`src/rtl/rms_pkg.sv`:
```
// Shared definitions for the RMS block: default parameters, width helpers
// and FSM state encodings.
package rms_pkg;

    localparam int DEF_WIDTH = 9;
    localparam int DEF_FBITS = 4;
    localparam int DEF_N     = 8;

    typedef enum logic [1:0] {
        ACCUM = 2'd0,
        ROOT  = 2'd1,
        DONE  = 2'd2
    } state_e;

    localparam logic [1:0] S_ACCUM = 2'd0;
    localparam logic [1:0] S_ROOT  = 2'd1;
    localparam logic [1:0] S_DONE  = 2'd2;

    // Accumulator wide enough for N worst-case squares of -2^(WIDTH-1).
    function automatic int acc_width(input int width, input int n);
        return 2 * width - 1 + $clog2(n);
    endfunction

    function automatic int rad_width(input int width);
        return 2 * width;
    endfunction

    function automatic bit is_pow2(input int n);
        return (n >= 2) && ((n & (n - 1)) == 0);
    endfunction

endpackage

```
`src/rtl/rms_norm_seq_isqrt.sv`:
```
// Iterative digit-by-digit integer square root; two radicand bits per cycle,
// RAD_W/2 cycles from start to the done pulse.
module isqrt_seq #(
    parameter int RAD_W = 18
) (
    input  logic                 clk,
    input  logic                 rst_n,
    input  logic                 start,
    input  logic [RAD_W-1:0]     rad,
    output logic                 busy,
    output logic                 done,
    output logic [RAD_W/2-1:0]   root,
    output logic [RAD_W/2:0]     rem
);

    localparam int ROOT_W = RAD_W / 2;
    localparam int CNT_W  = $clog2(ROOT_W + 1);

    generate
        if ((RAD_W % 2) != 0 || RAD_W < 4) begin : g_bad_rad_w
            $error("isqrt_seq: RAD_W must be even and at least 4");
        end
    endgenerate

    logic [RAD_W-1:0]  rad_reg;
    logic [ROOT_W:0]   rem_reg;
    logic [ROOT_W-1:0] root_reg;
    logic [CNT_W-1:0]  cnt_reg;
    logic              busy_reg;
    logic              done_reg;

    logic [ROOT_W+2:0] rem_sh;
    logic [ROOT_W+2:0] trial;
    logic [ROOT_W+2:0] rem_sub;
    logic              take;

    // Remainder after each step is at most 2*root, so ROOT_W+1 bits hold it.
    assign rem_sh  = {rem_reg, rad_reg[RAD_W-1 -: 2]};
    assign trial   = {1'b0, root_reg, 2'b01};
    assign take    = (rem_sh >= trial);
    assign rem_sub = rem_sh - trial;

    always_ff @(posedge clk) begin
        if (!rst_n) begin
            rad_reg  <= '0;
            rem_reg  <= '0;
            root_reg <= '0;
            cnt_reg  <= '0;
            busy_reg <= 1'b0;
            done_reg <= 1'b0;
        end else begin
            done_reg <= 1'b0;
            if (start) begin
                rad_reg  <= rad;
                rem_reg  <= '0;
                root_reg <= '0;
                cnt_reg  <= CNT_W'(ROOT_W);
                busy_reg <= 1'b1;
            end else if (busy_reg) begin
                rad_reg  <= {rad_reg[RAD_W-3:0], 2'b00};
                rem_reg  <= take ? rem_sub[ROOT_W:0] : rem_sh[ROOT_W:0];
                root_reg <= {root_reg[ROOT_W-2:0], take};
                cnt_reg  <= cnt_reg - CNT_W'(1);
                if (cnt_reg == CNT_W'(1)) begin
                    busy_reg <= 1'b0;
                    done_reg <= 1'b1;
                end
            end
        end
    end

    assign busy = busy_reg;
    assign done = done_reg;
    assign root = root_reg;
    assign rem  = rem_reg;

endmodule

```
`src/rtl/rms_norm_seq.sv`:
```
// Streaming RMS of N signed fixed-point samples: accumulate squares, divide
// by N with a shift, then take the root with the sequential isqrt unit.
module rms_norm_seq
    import rms_pkg::*;
#(
    parameter int WIDTH = DEF_WIDTH,
    parameter int FBITS = DEF_FBITS,
    parameter int N     = DEF_N
) (
    input  logic                    clk,
    input  logic                    rst_n,
    input  logic                    in_valid,
    output logic                    in_ready,
    input  logic signed [WIDTH-1:0] in_data,
    output logic                    out_valid,
    input  logic                    out_ready,
    output logic [WIDTH-1:0]        out_rms,
    output logic [2*WIDTH-1:0]      out_mean_sq
);

    localparam int LOG2N  = $clog2(N);
    localparam int ACC_W  = acc_width(WIDTH, N);
    localparam int RAD_W  = rad_width(WIDTH);
    localparam int MEAN_W = 2 * WIDTH - 1;

    generate
        if (!is_pow2(N)) begin : g_bad_n
            $error("rms_norm_seq: N must be a power of two and at least 2");
        end
        if (FBITS < 0 || FBITS >= WIDTH) begin : g_bad_fbits
            $error("rms_norm_seq: FBITS must lie in [0, WIDTH)");
        end
    endgenerate

    logic [1:0]        state_reg,     state_next;
    logic [LOG2N-1:0]  count_reg,     count_next;
    logic [ACC_W-1:0]  acc_reg,       acc_next;
    logic [MEAN_W-1:0] mean_reg,      mean_next;
    logic              out_valid_reg, out_valid_next;
    logic [WIDTH-1:0]  out_rms_reg,   out_rms_next;
    logic [MEAN_W-1:0] out_mean_reg,  out_mean_next;

    logic signed [2*WIDTH-1:0] sq_s;
    logic [ACC_W-1:0]          sum;
    logic [MEAN_W-1:0]         mean;
    logic [LOG2N-1:0]          sum_lsb_unused;
    logic                      in_fire;
    logic                      last_beat;
    logic                      root_done;
    logic [WIDTH-1:0]          root_val;
    logic                      root_busy_unused;
    logic [WIDTH:0]            root_rem_unused;

    // A square is never negative, so the signed product reinterprets losslessly.
    assign sq_s      = in_data * in_data;
    assign sum       = acc_reg + ACC_W'($unsigned(sq_s));
    assign {mean, sum_lsb_unused} = sum;
    assign in_ready  = (state_reg == S_ACCUM);
    assign in_fire   = in_valid && in_ready;
    assign last_beat = in_fire && (count_reg == LOG2N'(N - 1));

    isqrt_seq #(
        .RAD_W(RAD_W)
    ) u_isqrt (
        .clk   (clk),
        .rst_n (rst_n),
        .start (last_beat),
        .rad   ({1'b0, mean}),
        .busy  (root_busy_unused),
        .done  (root_done),
        .root  (root_val),
        .rem   (root_rem_unused)
    );

    always_comb begin
        state_next     = state_reg;
        count_next     = count_reg;
        acc_next       = acc_reg;
        mean_next      = mean_reg;
        out_valid_next = out_valid_reg;
        out_rms_next   = out_rms_reg;
        out_mean_next  = out_mean_reg;
        case (state_reg)
            S_ACCUM: begin
                if (in_fire) begin
                    acc_next   = sum;
                    count_next = count_reg + LOG2N'(1);
                    if (last_beat) begin
                        mean_next  = mean;
                        count_next = '0;
                        state_next = S_ROOT;
                    end
                end
            end
            S_ROOT: begin
                if (root_done) begin
                    out_rms_next   = root_val;
                    out_mean_next  = mean_reg;
                    out_valid_next = 1'b1;
                    state_next     = S_DONE;
                end
            end
            S_DONE: begin
                if (out_ready) begin
                    out_valid_next = 1'b0;
                    acc_next       = '0;
                    state_next     = S_ACCUM;
                end
            end
            default: state_next = S_ACCUM;
        endcase
    end

    always_ff @(posedge clk) begin
        if (!rst_n) begin
            state_reg     <= S_ACCUM;
            count_reg     <= '0;
            acc_reg       <= '0;
            mean_reg      <= '0;
            out_valid_reg <= 1'b0;
            out_rms_reg   <= '0;
            out_mean_reg  <= '0;
        end else begin
            state_reg     <= state_next;
            count_reg     <= count_next;
            acc_reg       <= acc_next;
            mean_reg      <= mean_next;
            out_valid_reg <= out_valid_next;
            out_rms_reg   <= out_rms_next;
            out_mean_reg  <= out_mean_next;
        end
    end

    assign out_valid   = out_valid_reg;
    assign out_rms     = out_rms_reg;
    assign out_mean_sq = {1'b0, out_mean_reg};

endmodule

```
`config.mk`:
```
export PLATFORM = sky130hd
export DESIGN_NAME = rms_norm_seq
export DESIGN_NICKNAME = d
export VERILOG_FILES = /design/src/rtl/rms_pkg.sv /design/src/rtl/rms_norm_seq_isqrt.sv /design/src/rtl/rms_norm_seq.sv
export SDC_FILE = /design/constraint.sdc
export NUM_CORES = 1
export LEC_CHECK = 0
export BUFFER_PORTS_ARGS = -buffer_cell sky130_fd_sc_hd__buf_2
export CELL_PAD_IN_SITES_DETAIL_PLACEMENT = 2
export CELL_PAD_IN_SITES_GLOBAL_PLACEMENT = 2
export CORE_ASPECT_RATIO = 1.25
export CORE_MARGIN = 1.5
export CORE_UTILIZATION = 42
export CTS_CLUSTER_SIZE = 8
export DETAILED_ROUTE_END_ITERATION = 10
export PLACE_DENSITY = 0.89
export SLEW_MARGIN = 30
export SYNTH_ARGS = -nofsm -noshare
export SYNTH_HDL_FRONTEND = slang
export SYNTH_SLANG_ARGS = --single-unit
export TNS_END_PERCENT = 20
```
`constraint.sdc`:
```
create_clock -name clk -period 20.9 [get_ports clk]
set_input_delay 3.135 -clock clk [delete_from_list [all_inputs] [get_ports clk]]
set_output_delay 3.135 -clock clk [all_outputs]
set_load 0.05 [all_outputs]
```
# Word-level counts from Yosys, hierarchy flattened
# Cells that the tools add are included.
totals:
  out_inout_bits: 29
  ff_bits: 112
  in_bits: 13
op_classes:
  n_bitwise: 2
  n_mux: 21
  magnitude_cmp: 1
  n_eq_ne: 8
  addsub: 4
  multipliers: 1
  reduce_logical: 14
op_table:
  columns: ["op", "count"]
  rows:
  - ["20-bit two-way mux", 2]
  - ["20-bit one-hot mux with 2 select lines", 1]
  - ["17-bit two-way mux", 2]
  - ["20-bit by 18-bit adder with 20-bit output", 1]
  - ["9-bit by 9-bit multiplier with 18-bit output", 1]
  - ["12-bit by 11-bit >= comparator with 1-bit output", 1]
  - ["10-bit two-way mux", 1]
  - ["10-bit subtractor", 1]
  - ["3-bit AND reduction", 3]
  - ["2-bit two-way mux", 4]
  - ["4-bit two-way mux", 2]
  - ["1-bit two-way mux", 6]
  - ["2-bit by 1-bit inequality test with 1-bit output (second input constant)", 3]
  - ["2-bit one-hot mux with 3 select lines", 1]
  - ["2-bit nonzero test", 3]
  - ["4-bit by 1-bit == test with 1-bit output (second input constant)", 1]
  - ["2-bit AND reduction", 2]
  - ["4-bit AND reduction", 1]
  - ["4-bit by 1-bit subtractor with 4-bit output (second input constant)", 1]
  - ["3-bit by 1-bit adder with 3-bit output (second input constant)", 1]
  - ["3-bit == test (second input constant)", 1]
  - ["3-bit two-way mux", 1]
  - ["3-bit OR reduction", 1]
  - ["2-bit by 1-bit == test with 1-bit output (second input constant)", 1]
  - ["7 further kinds", 9]

# Logic depth before layout (Yosys ltp)
# Gate-level depths: netlist of run 1.
depth:
  word_depth: 6
  mapped_depth: 26

# Cells and area by module
# Synthesis of run 1 repeated with hierarchy kept, for this count alone.
hier_totals:
  cells_unflattened: 1039
  hier_area_um2: 8658.3
modules_own_cells:
  columns: ["module", "seq_area_each_um2", "area_each_um2", "cells_per_inst", "instances"]
  rows:
  - ["rms_norm_seq", 1381.3, 6316.1, 762, 1]
  - ["isqrt_seq", 860.8, 2342.2, 277, 1]

# Least setup slack after synthesis of run 1
# Ideal clock, no wire load.
synth_path:
  path_type: "input -> register"
  startpoint: "input port in_data[1]"
  endpoint: "register mean_reg[16]"
  arrival_time_ps: 8825
  n_path_buf: 1
  t_required_ps: 20779
  cell_stages: 25
  path_slack_ps: 11954
  setup_time_ps: 121
  cell_sequence: "clkbuf_1 > and2_1 > inv_1 > fa_1 > inv_1 > fa_1 > inv_1 > fa_1 > inv_1 > fa_1 > fa_1 > ha_1 > o21ai_0 > nor2_1 > o41ai_1 > o21ai_0 > nor2_1 > xnor2_1 > ha_1 > a21oi_1 > nand2_1 > a221o_1 > a2bb2oi_1 > mux2i_1 > nand2_1"
synth_between:
  elab_chain_cells: 2
synth_lines:
  columns: ["element", "line", "source"]
  rows:
  - ["start: declaration", "rms_norm_seq.sv:14", "input logic signed [WIDTH-1:0] in_data,"]
  - ["9-bit by 9-bit multiplier with 18-bit output", "rms_norm_seq.sv:55", "assign sq_s = in_data * in_data;"]
  - ["20-bit by 18-bit adder with 20-bit output", "rms_norm_seq.sv:56", "assign sum = acc_reg + ACC_W'($unsigned(sq_s));"]
  - ["end signal: assignment", "rms_norm_seq.sv:127", "mean_reg <= mean_next;"]
  - ["end: declaration", "rms_norm_seq.sv:38", "logic [MEAN_W-1:0] mean_reg, mean_next;"]
# Every way passes these cells.
# A chain may end at the register's enable or synchronous reset.

# Final worst setup path of run 1
layout_path:
  startpoint: "input port in_data[6]"
  endpoint: "register u_isqrt.rad_reg[16]"
layout_between:
  elab_chain_cells: 3
layout_lines:
  columns: ["element", "line", "source"]
  rows:
  - ["9-bit by 9-bit multiplier with 18-bit output", "rms_norm_seq.sv:55", null]
  - ["20-bit by 18-bit adder with 20-bit output", "rms_norm_seq.sv:56", null]
  - ["17-bit two-way mux", "rms_norm_seq_isqrt.sv:53", "if (start) begin"]
  - ["end signal: assignment", "rms_norm_seq_isqrt.sv:54", "rad_reg <= rad;"]
  - ["end signal: assignment", "rms_norm_seq_isqrt.sv:60", "rad_reg <= {rad_reg[RAD_W-3:0], 2'b00};"]
  - ["end: declaration", "rms_norm_seq_isqrt.sv:25", "logic [RAD_W-1:0] rad_reg;"]
# Every way passes these cells.

==> results of run 1 <==
==> per-stage QoR <==
stage	std cells	cell area (um^2)
after global routing	1241	9090
final	1241	9090
after detailed placement	1225	8770
after floorplan	964	8410
after global placement	1225	8770
after CTS	1241	9090
==> kinds of logic (layout without fill, tap and decap cells) <==
logic type / after synthesis / after routing / share of synthesized area [%]
fa+ha+maj: 130 / 130 / 24.5
other cells: 1 / 1 / 0.0446
buf+inv: 154 / 166 / 7.20
xor+xnor: 44 / 44 / 4.58
compound gates: 212 / 212 / 17.7
simple gates: 275 / 275 / 15.0
mux: 36 / 36 / 4.34
flops: 112 / 112 / 26.7
==> path summary, 6_finish.rpt <==
kind                              end  cells past startpoint
setup / recovery  u_isqrt.rad_reg[16]                     25
hold / removal           mean_reg[12]                      2
setup reg to reg  u_isqrt.rad_reg[16]                      6
hold reg to reg          mean_reg[12]                      2
==> worst max-delay path: cells and delay by family <==
kind,cells,cell delay [ns]
AO/OA/AOI/OAI,6,1.86
XOR/XNOR,1,0.14
adder cells (fa/ha/maj),7,3.10
buffers and inverters,5,0.49
multiplexers,1,0.32
AND/OR/NAND/NOR,5,0.63
==> Yosys cell counts, types with 5 or more instances <==
| master | instances |
|---|---|
| nand2_1 | 127 |
| dfxtp_1 | 112 |
| inv_1 | 105 |
| ha_1 | 72 |
| fa_1 | 58 |
| nor2_1 | 52 |
| a21oi_1 | 49 |
| a21boi_0 | 38 |
| o21ai_0 | 33 |
| mux2i_1 | 32 |
| xnor2_1 | 30 |
| clkbuf_1 | 29 |
| nand3_1 | 20 |
| and2_1 | 18 |
| nor2b_1 | 18 |
| a21o_1 | 14 |
| buf_2 | 14 |
| xor2_1 | 14 |
| a22o_1 | 10 |
| nand2b_1 | 9 |
| a211oi_1 | 8 |
| o21a_1 | 7 |
| a22oi_1 | 6 |
| and3_1 | 6 |
| o22ai_1 | 5 |
==> final cells by class <==
type	count	area [um^2]	area share, %
clock buffer	9	225	2.48
tap	265	332	3.65
sequential	112	2240	24.7
inverter	106	398	4.37
clock inverter	7	98.8	1.09
timing repair buffer	44	230	2.53
multi-input combinational	698	5570	61.2
==> report_power, final <==
part	switching, uW	internal [uW]
Sequential	7.64	226
Combinational	682	419
Clock	92.9	97.0
Total	783	741
==> layout by cell type (no fill, tap or decap), types with 6 or more instances in the layout <==
cell / count
nand2_1: 126
o21ai_0: 33
fa_1: 58
and2_1: 17
inv_1: 105
clkbuf_16: 9
nand3_1: 20
a211oi_1: 8
buf_2: 40
xor2_1: 14
nor2_1: 51
mux2i_1: 32
a21oi_1: 49
xnor2_1: 30
dfxtp_1: 111
and3_1: 6
nor2b_1: 18
o21a_1: 7
nand2b_1: 9
a21o_1: 14
ha_1: 72
a21boi_0: 38
a22o_1: 10
a22oi_1: 6
==> routing by layer <==
metal,vias up,routed length (um),global-route usage (%)
li1,3218,-,-
met1,3479,9740,27.5
met2,98,13900,48.0
met3,54,380,2.12
met4,0,808,9.85
met5,-,0,0
==> results.py, run 1 <==
metrics = {
    "sta": {
        "setup_viol": 0,
        "finalCritPeriodShare_pct": 45.2,
        "worst_hold_slack_ns": 0.462,
        "worst_slew_pin_slew_ns": 0.743,
        "slew_viol_final": 0,
        "min_period_ns": 9.45,
        "setup_tns_ns": 0,
        "slew_headroom_pct": 50.5,
        "setup_slack_ns": 11.45,
        "max_clock_freq_ghz": 0.106,
        "rsz0062_at_grt": "no",
        "skew_ns": 0.00904,
        "hold_violations": 0,
    },
    "cells_and_area": {
        "nFillCells": 2190,
        "syn2layout_area_growth_pct": 8.15,
        "drive_above_1_share_pct": 8.81,
        "antennaDiodeCount": 0,
        "nNetsFinal": 1114,
        "largest_register_ffs": 20,
        "post-route-util_pct": 46.5,
    },
    "yosys": {
        "syn-num-nets": 1107,
        "netlist.area_leader.share_pct": 26.7,
        "synth_area_leaders": "dfxtp_1, fa_1, ha_1",
        "synth_top_area_cell": "dfxtp_1",
        "ys_ff_latch": 112,
        "async_reset_ff_share_pct": 0,
        "syn_inst": 964,
        "yosys_warnings": 0,
        "ys.flop_type": "dfxtp_1",
        "netlist_area_um2": 8410,
        "syn_avg_cell_area_um2": 8.72,
        "synth-edff-count": 0,
        "seq_area_frac_synth_pct": 26.7,
        "synth_cell_types": 65,
    },
    "clocking": {
        "cts-htree-levels": 3,
        "numCtsBuffers": 9,
        "clkTransAtPathRegs_ns": 0.08,
        "post_cts_buffers": 0,
        "cts_sinks": 112,
        "cts_buffer_depth": 2,
        "cts_repair_resize_count": 0,
        "holdBufCountCts": 0,
        "insertion_delay_ns": 0.37,
        "cts_tree": "done",
        "cts_root_buf": "clkbuf_16",
    },
    "setup_path": {
        "cp_slowest_cell": "fa_1",
        "worstSetupEndpointType": "register",
        "worstPathMaxFanout": 10,
        "crit_required_ns": 21.14,
        "critical_path.startpoint": "in_data[6]",
        "crit_path_max_incr_delay_ns": 0.61,
        "r2r_slack_ns": 17.92,
        "worstSetupPathType": "input pin to register",
        "critPathLaunchType": "input pin",
        "critPathArrivalTime_ns": 9.69,
        "r2r_start": "state_reg[1]",
    },
    "grt": {
        "globalRouteTotalUtil_pct": 24.9,
        "grt_max_degree": 61,
        "grt_pass1_wl_um": 40700,
        "grt_pass1_vias": 7793,
        "antenna_found_initial": 0,
        "overflow": 0,
    },
    "drt": {
        "wl_per_cell_um": 20.0,
        "ant_nets": 0,
        "routed_wl_um": 24800,
        "vias_per_cell": 5.52,
        "initialDrtViolationCount": 239,
        "first_pass_iters": 4,
        "vias": 6849,
        "drc": 0,
    },
    "pwr": {
        "peakVddDrop_uv": 95.2,
        "leakage_uw": 0.00411,
        "power_uw": 1520,
        "p_per_area_nw_per_um2": 168,
    },
    "die": {
        "die_h_um": 161,
        "num_rows": 57,
        "die_w_um": 130,
        "start_util_pct": 43.0,
        "die-area_um2": 20900,
        "core_um2": 19500,
        "io_pins": 42,
    },
    "status": {
        "status": "completed",
    },
    "run": {
        "drv_cap": 0,
    },
    "placed_design": {
        "hpwl_um": 18500,
        "pre_cts_slack_ns": 11.09,
        "gp_congestion": 0.794,
        "port_buffers": 40,
    },
    "hold_path": {
        "hp-class": "register to register",
        "hold_start": "mean_reg[12]",
    },
}
(Power assumes the default switching activity.)
==> inputs of run 2 (changes only) <==
- CORE_UTILIZATION: 42 -> 39
- PLACE_DENSITY: 0.89 -> 0.84
- clock period: 20.9 -> 8.72 ns (I/O delays scaled with it)
==> results.py, run 2 (synthesis results as in run 1) <==
metrics = {
    "drt": {
        "drc": 0,
        "ant_nets": 0,
        "vias": 6644,
        "routed_wl_um": 23100,
        "vias_per_cell": 5.32,
        "top_layer": "met4",
        "wl_per_cell_um": 18.5,
        "initialDrtViolationCount": 195,
        "first_pass_iters": 4,
        "wl_met1_um": 9380,
        "dr_wl_met3_um": 251,
        "wl_met2_um": 13000,
    },
    "cells_and_area": {
        "syn2layout_area_growth_pct": 8.23,
        "drive_above_1_share_pct": 8.72,
        "layout_commonest_cell": "nand2_1",
        "final_area_um2": 9100,
        "post-route-util_pct": 43.4,
        "layout.cells.non_filler": 1249,
        "largest_register_ffs": 20,
        "antennaDiodeCount": 0,
        "nNetsFinal": 1113,
        "layout_common_cells": "nand2_1, dfxtp_1, inv_1",
    },
    "sta": {
        "finalCritPeriodShare_pct": 85.2,
        "rsz0062_at_grt": "no",
        "skew_ns": 0.0131,
        "worst_hold_slack_ns": 0.465,
        "worst_slew_pin_slew_ns": 0.780,
        "slew_viol_final": 0,
        "setup_viol": 0,
        "slew_headroom_pct": 48.0,
        "setup_tns_ns": 0,
        "min_period_ns": 7.43,
        "hold_violations": 0,
        "max_clock_freq_ghz": 0.135,
    },
    "setup_path": {
        "critical_path.startpoint": "in_data[6]",
        "endpoint": "mean_reg[16]",
        "worstSetupEndpointType": "register",
        "r2r_start": "state_reg[1]",
        "worstSetupPathType": "input pin to register",
        "worstPathMaxFanout": 10,
        "crit_required_ns": 8.95,
        "r2r_slack_ns": 5.78,
        "critPathLaunchType": "input pin",
        "cp_slowest_cell": "fa_1",
        "worst-r2r-cell-count": 5,
        "critPathArrivalTime_ns": 7.66,
        "rr_endpoint": "u_isqrt.rad_reg[15]",
        "crit_path_max_incr_delay_ns": 0.59,
    },
    "placed_design": {
        "port_buffers": 40,
        "gp_congestion": 0.819,
        "place_inst": 1233,
        "placed_cell_area_um2": 8780,
        "hpwl_um": 17700,
    },
    "grt": {
        "overflow": 0,
        "globalRouteTotalUtil_pct": 21.1,
        "grt_pass1_wl_um": 38000,
        "grt_max_degree": 61,
        "antenna_found_initial": 0,
        "grt_pass1_vias": 7548,
    },
    "clocking": {
        "cts-htree-levels": 3,
        "cts_buffer_depth": 2,
        "cts_root_buf": "clkbuf_16",
        "insertion_delay_ns": 0.36,
        "cts_tree": "done",
        "numCtsBuffers": 9,
        "cts_repair_resize_count": 0,
        "clkTransAtPathRegs_ns": 0.07,
        "holdBufCountCts": 0,
        "post_cts_buffers": 0,
        "cts_sinks": 112,
    },
    "die": {
        "die_w_um": 134,
        "start_util_pct": 40.1,
        "num_rows": 59,
        "io_pins": 42,
        "core_um2": 21000,
        "die-area_um2": 22500,
        "die_h_um": 167,
    },
    "status": {
        "status": "completed",
    },
    "pwr": {
        "peakVddDrop_uv": 206,
        "p_per_area_nw_per_um2": 397,
        "leakage_uw": 0.00411,
    },
    "run": {
        "drv_cap": 0,
    },
    "hold_path": {
        "hp-class": "register to register",
    },
}
## run 2: cell types whose count changed in the layout (fill, tap and decap cells not counted), sizes merged
cell    previous run  this run
buf               44        43
inv              108       106
clkbuf             9        11
## run 2: worst max-delay path: cells and delay by family
kind	cells	cell delay, ns
adders and majority gates	7	3.04
xor gates and xnor gates	1	0.13
muxes	1	0.30
AOI/OAI and AO/OA	6	1.75
and+or+nand+nor	5	0.66
buffers and inverters	5	0.44
## run 2: layer usage
layer  GRT usage, %  vias to the layer above
li1               -                     3224
met1           23.1                     3344
met2           42.3                       53
met3           2.33                       23
met4           5.19                        0
met5              0                        -
## run 2: where the power goes
group / switching [uW] / total, uW / internal, uW
Sequential: 17.7 / 558 / 540
Clock: 199 / 448 / 250
Combinational: 1610 / 2610 / 1000
Total: 1820 / 3610 / 1790
## run 2: worst min-delay path by stage
stage | start | to | slack [ns] | cells after the start
2_1_floorplan | mean_reg[13] | mean_reg[13] | 0.42 | 2
3_3_place_gp | mean_reg[12] | mean_reg[12] | 0.44 | 2
3_5_place_dp | mean_reg[12] | mean_reg[12] | 0.45 | 2
4_1_cts | acc_reg[15] | acc_reg[15] | 0.47 | 2
5_1_grt | out_rms[4] | out_rms[4] | 0.50 | 2
6_report | out_rms[7] | out_rms[7] | 0.47 | 2
## run 2: stage by stage
step / worst slack, ns / power [uW]
2_1_floorplan: 1.60 / 2540
3_3_place_gp: 1.09 / 3050
3_5_place_dp: 0.928 / 3180
4_1_cts: 1.24 / 3660
5_1_grt: 0.703 / 3960
6_report: 1.29 / 3610
## run 2: cell type report
cell class	instances	area, um^2
multi-input cells	698	5570
fillers	2398	11900
clock buffers	11	264
clock inverters	5	60.1
flip-flops and latches	112	2250
repair buffers	43	223
inverters	106	398
well taps	274	343
==> inputs of run 3 (changes only) <==
- ABC_AREA: not set -> 1
- CORE_UTILIZATION: 39 -> 37
- PLACE_DENSITY: 0.84 -> 0.85
==> results.py, run 3 <==
metrics = {
    "status": {
        "status": "completed",
    },
    "cells_and_area": {
        "nNetsFinal": 1350,
        "nFillCells": 2780,
        "drive_above_1_share_pct": 8.91,
        "layout_commonest_cell": "nand2_1",
        "antennaDiodeCount": 0,
        "layout_common_cells": "nand2_1, inv_1, dfxtp_1",
        "syn2layout_area_growth_pct": 7.60,
        "largest_register_ffs": 20,
    },
    "die": {
        "io_pins": 42,
        "die_w_um": 140,
        "num_rows": 62,
        "die_h_um": 174,
        "die-area_um2": 24500,
        "core_um2": 23000,
        "start_util_pct": 37.8,
    },
    "sta": {
        "worst_slew_pin_slew_ns": 0.804,
        "rsz0062_at_grt": "no",
        "hold_violations": 0,
        "min_period_ns": 7.03,
        "max_clock_freq_ghz": 0.142,
        "setup_tns_ns": 0,
        "setup_viol": 0,
        "slew_viol_final": 0,
        "slew_headroom_pct": 46.4,
        "finalCritPeriodShare_pct": 80.7,
        "skew_ns": 0.0105,
    },
    "clocking": {
        "cts_buffer_depth": 2,
        "cts-htree-levels": 3,
        "cts_root_buf": "clkbuf_16",
        "holdBufCountCts": 0,
        "cts_tree": "done",
        "post_cts_buffers": 0,
        "cts_repair_resize_count": 0,
        "cts_sinks": 112,
        "insertion_delay_ns": 0.36,
        "numCtsBuffers": 9,
        "clkTransAtPathRegs_ns": 0.08,
    },
    "yosys": {
        "synth_common_cells": "nand2_1, inv_1, dfxtp_1",
        "synth.most_common_cell": "nand2_1",
        "syn_inst": 1193,
        "ys_ff_latch": 112,
        "synth_cell_types": 46,
        "synth-edff-count": 0,
        "ys.flop_type": "dfxtp_1",
        "netlist_area_um2": 8700,
        "yosys_warnings": 0,
        "seq_area_frac_synth_pct": 25.8,
        "syn_avg_cell_area_um2": 7.30,
        "synth_top_area_cell": "dfxtp_1",
        "synth_area_leaders": "dfxtp_1, fa_1, nand2_1",
        "syn-num-nets": 1336,
        "netlist.area_leader.share_pct": 25.8,
        "async_reset_ff_share_pct": 0,
    },
    "grt": {
        "grt_max_degree": 55,
        "overflow": 0,
        "grt_pass1_vias": 9012,
        "globalRouteTotalUtil_pct": 23.1,
        "grt_pass1_wl_um": 44600,
        "antenna_found_initial": 0,
    },
    "drt": {
        "top_layer": "met4",
        "vias_per_cell": 5.15,
        "drc": 0,
        "wl_met2_um": 15400,
        "wl_per_cell_um": 17.8,
        "first_pass_iters": 4,
        "wl_met1_um": 9960,
        "dr_wl_met3_um": 399,
        "routed_wl_um": 26700,
        "vias": 7727,
        "ant_nets": 0,
        "initialDrtViolationCount": 220,
    },
    "placed_design": {
        "hpwl_um": 21700,
        "port_buffers": 40,
        "gp_congestion": 0.883,
    },
    "pwr": {
        "leakage_uw": 0.00474,
        "peakVddDrop_uv": 162,
        "power_uw": 3440,
        "p_per_area_nw_per_um2": 367,
    },
    "hold_path": {
        "hp-class": "register to register",
    },
    "setup_path": {
        "critPathLaunchType": "input pin",
        "worstSetupPathType": "input pin to register",
        "crit_required_ns": 9.02,
        "cp_slowest_cell": "fa_1",
        "worstSetupEndpointType": "register",
        "worstPathMaxFanout": 11,
        "crit_path_max_incr_delay_ns": 0.71,
        "crit_top_cell": "nand2_1",
        "critPathArrivalTime_ns": 7.33,
    },
    "run": {
        "drv_cap": 0,
    },
}
[run 3: worst max-delay path: cells and delay by family]
kind	cells	cell delay, ns
compound gates	6	0.97
fa+ha+maj	7	3.46
simple gates	8	0.94
buf+inv	6	0.62
[run 3: area by class of cell]
class | instances | area (um^2) | area share, %
clock buffer | 9 | 225 | 2.40
clock inverter | 7 | 53.8 | 0.574
inverter | 213 | 800 | 8.54
multi-input combinational | 827 | 5450 | 58.2
sequential | 112 | 2240 | 23.9
tap | 288 | 360 | 3.85
timing repair buffer | 44 | 230 | 2.46
[run 3: power breakdown]
part	total [uW]	leakage [uW]	switching [uW]	internal [uW]
registers	565	0.000906	21.7	543
logic	2470	0.00370	1600	871
clock network	408	0.000134	211	198
total	3440	0.00474	1830	1610
[run 3: cell families after synthesis]
| logic type | share of synthesized area (%) |
|---|---|
| compound gates | 11.7 |
| xor+xnor | 2.90 |
| fa+ha+maj | 23.7 |
| buf+inv | 11.6 |
| flops | 25.8 |
| mux | 0.345 |
| other cells | 0.0431 |
| simple gates | 24.0 |
[run 3: layer usage]
layer	up-vias	GRT usage, %
li1	3744	-
met1	3842	22.9
met2	94	47.8
met3	47	2.20
met4	0	9.34
met5	-	0
[run 3: worst paths after layout]
check / from / endpoint / slack [ns] / depth (start not counted)
setup / recovery: in_data[1] / u_isqrt.rad_reg[15] / 1.69 / 27
setup reg to reg: count_reg[0] / u_isqrt.rem[2] / 6.13 / 10
hold / removal: out_mean_reg[11] / out_mean_reg[11] / 0.45 / 2
hold reg to reg: out_mean_reg[11] / out_mean_reg[11] / 0.45 / 2
[run 3: per-stage QoR]
step | utilization (%) | hold slack, ns | cells | setup slack (ns) | area [um^2]
floorplan | - | 0.422 | 1193 | 2.13 | 8700
global placement | 39.4 | 0.429 | 1484 | 1.46 | 9090
detailed placement | 39.4 | 0.436 | 1484 | 1.29 | 9090
CTS | 40.6 | 0.448 | 1500 | 1.65 | 9370
global route | 40.6 | 0.470 | 1500 | 1.23 | 9370
finish | 40.6 | 0.446 | 1500 | 1.69 | 9370
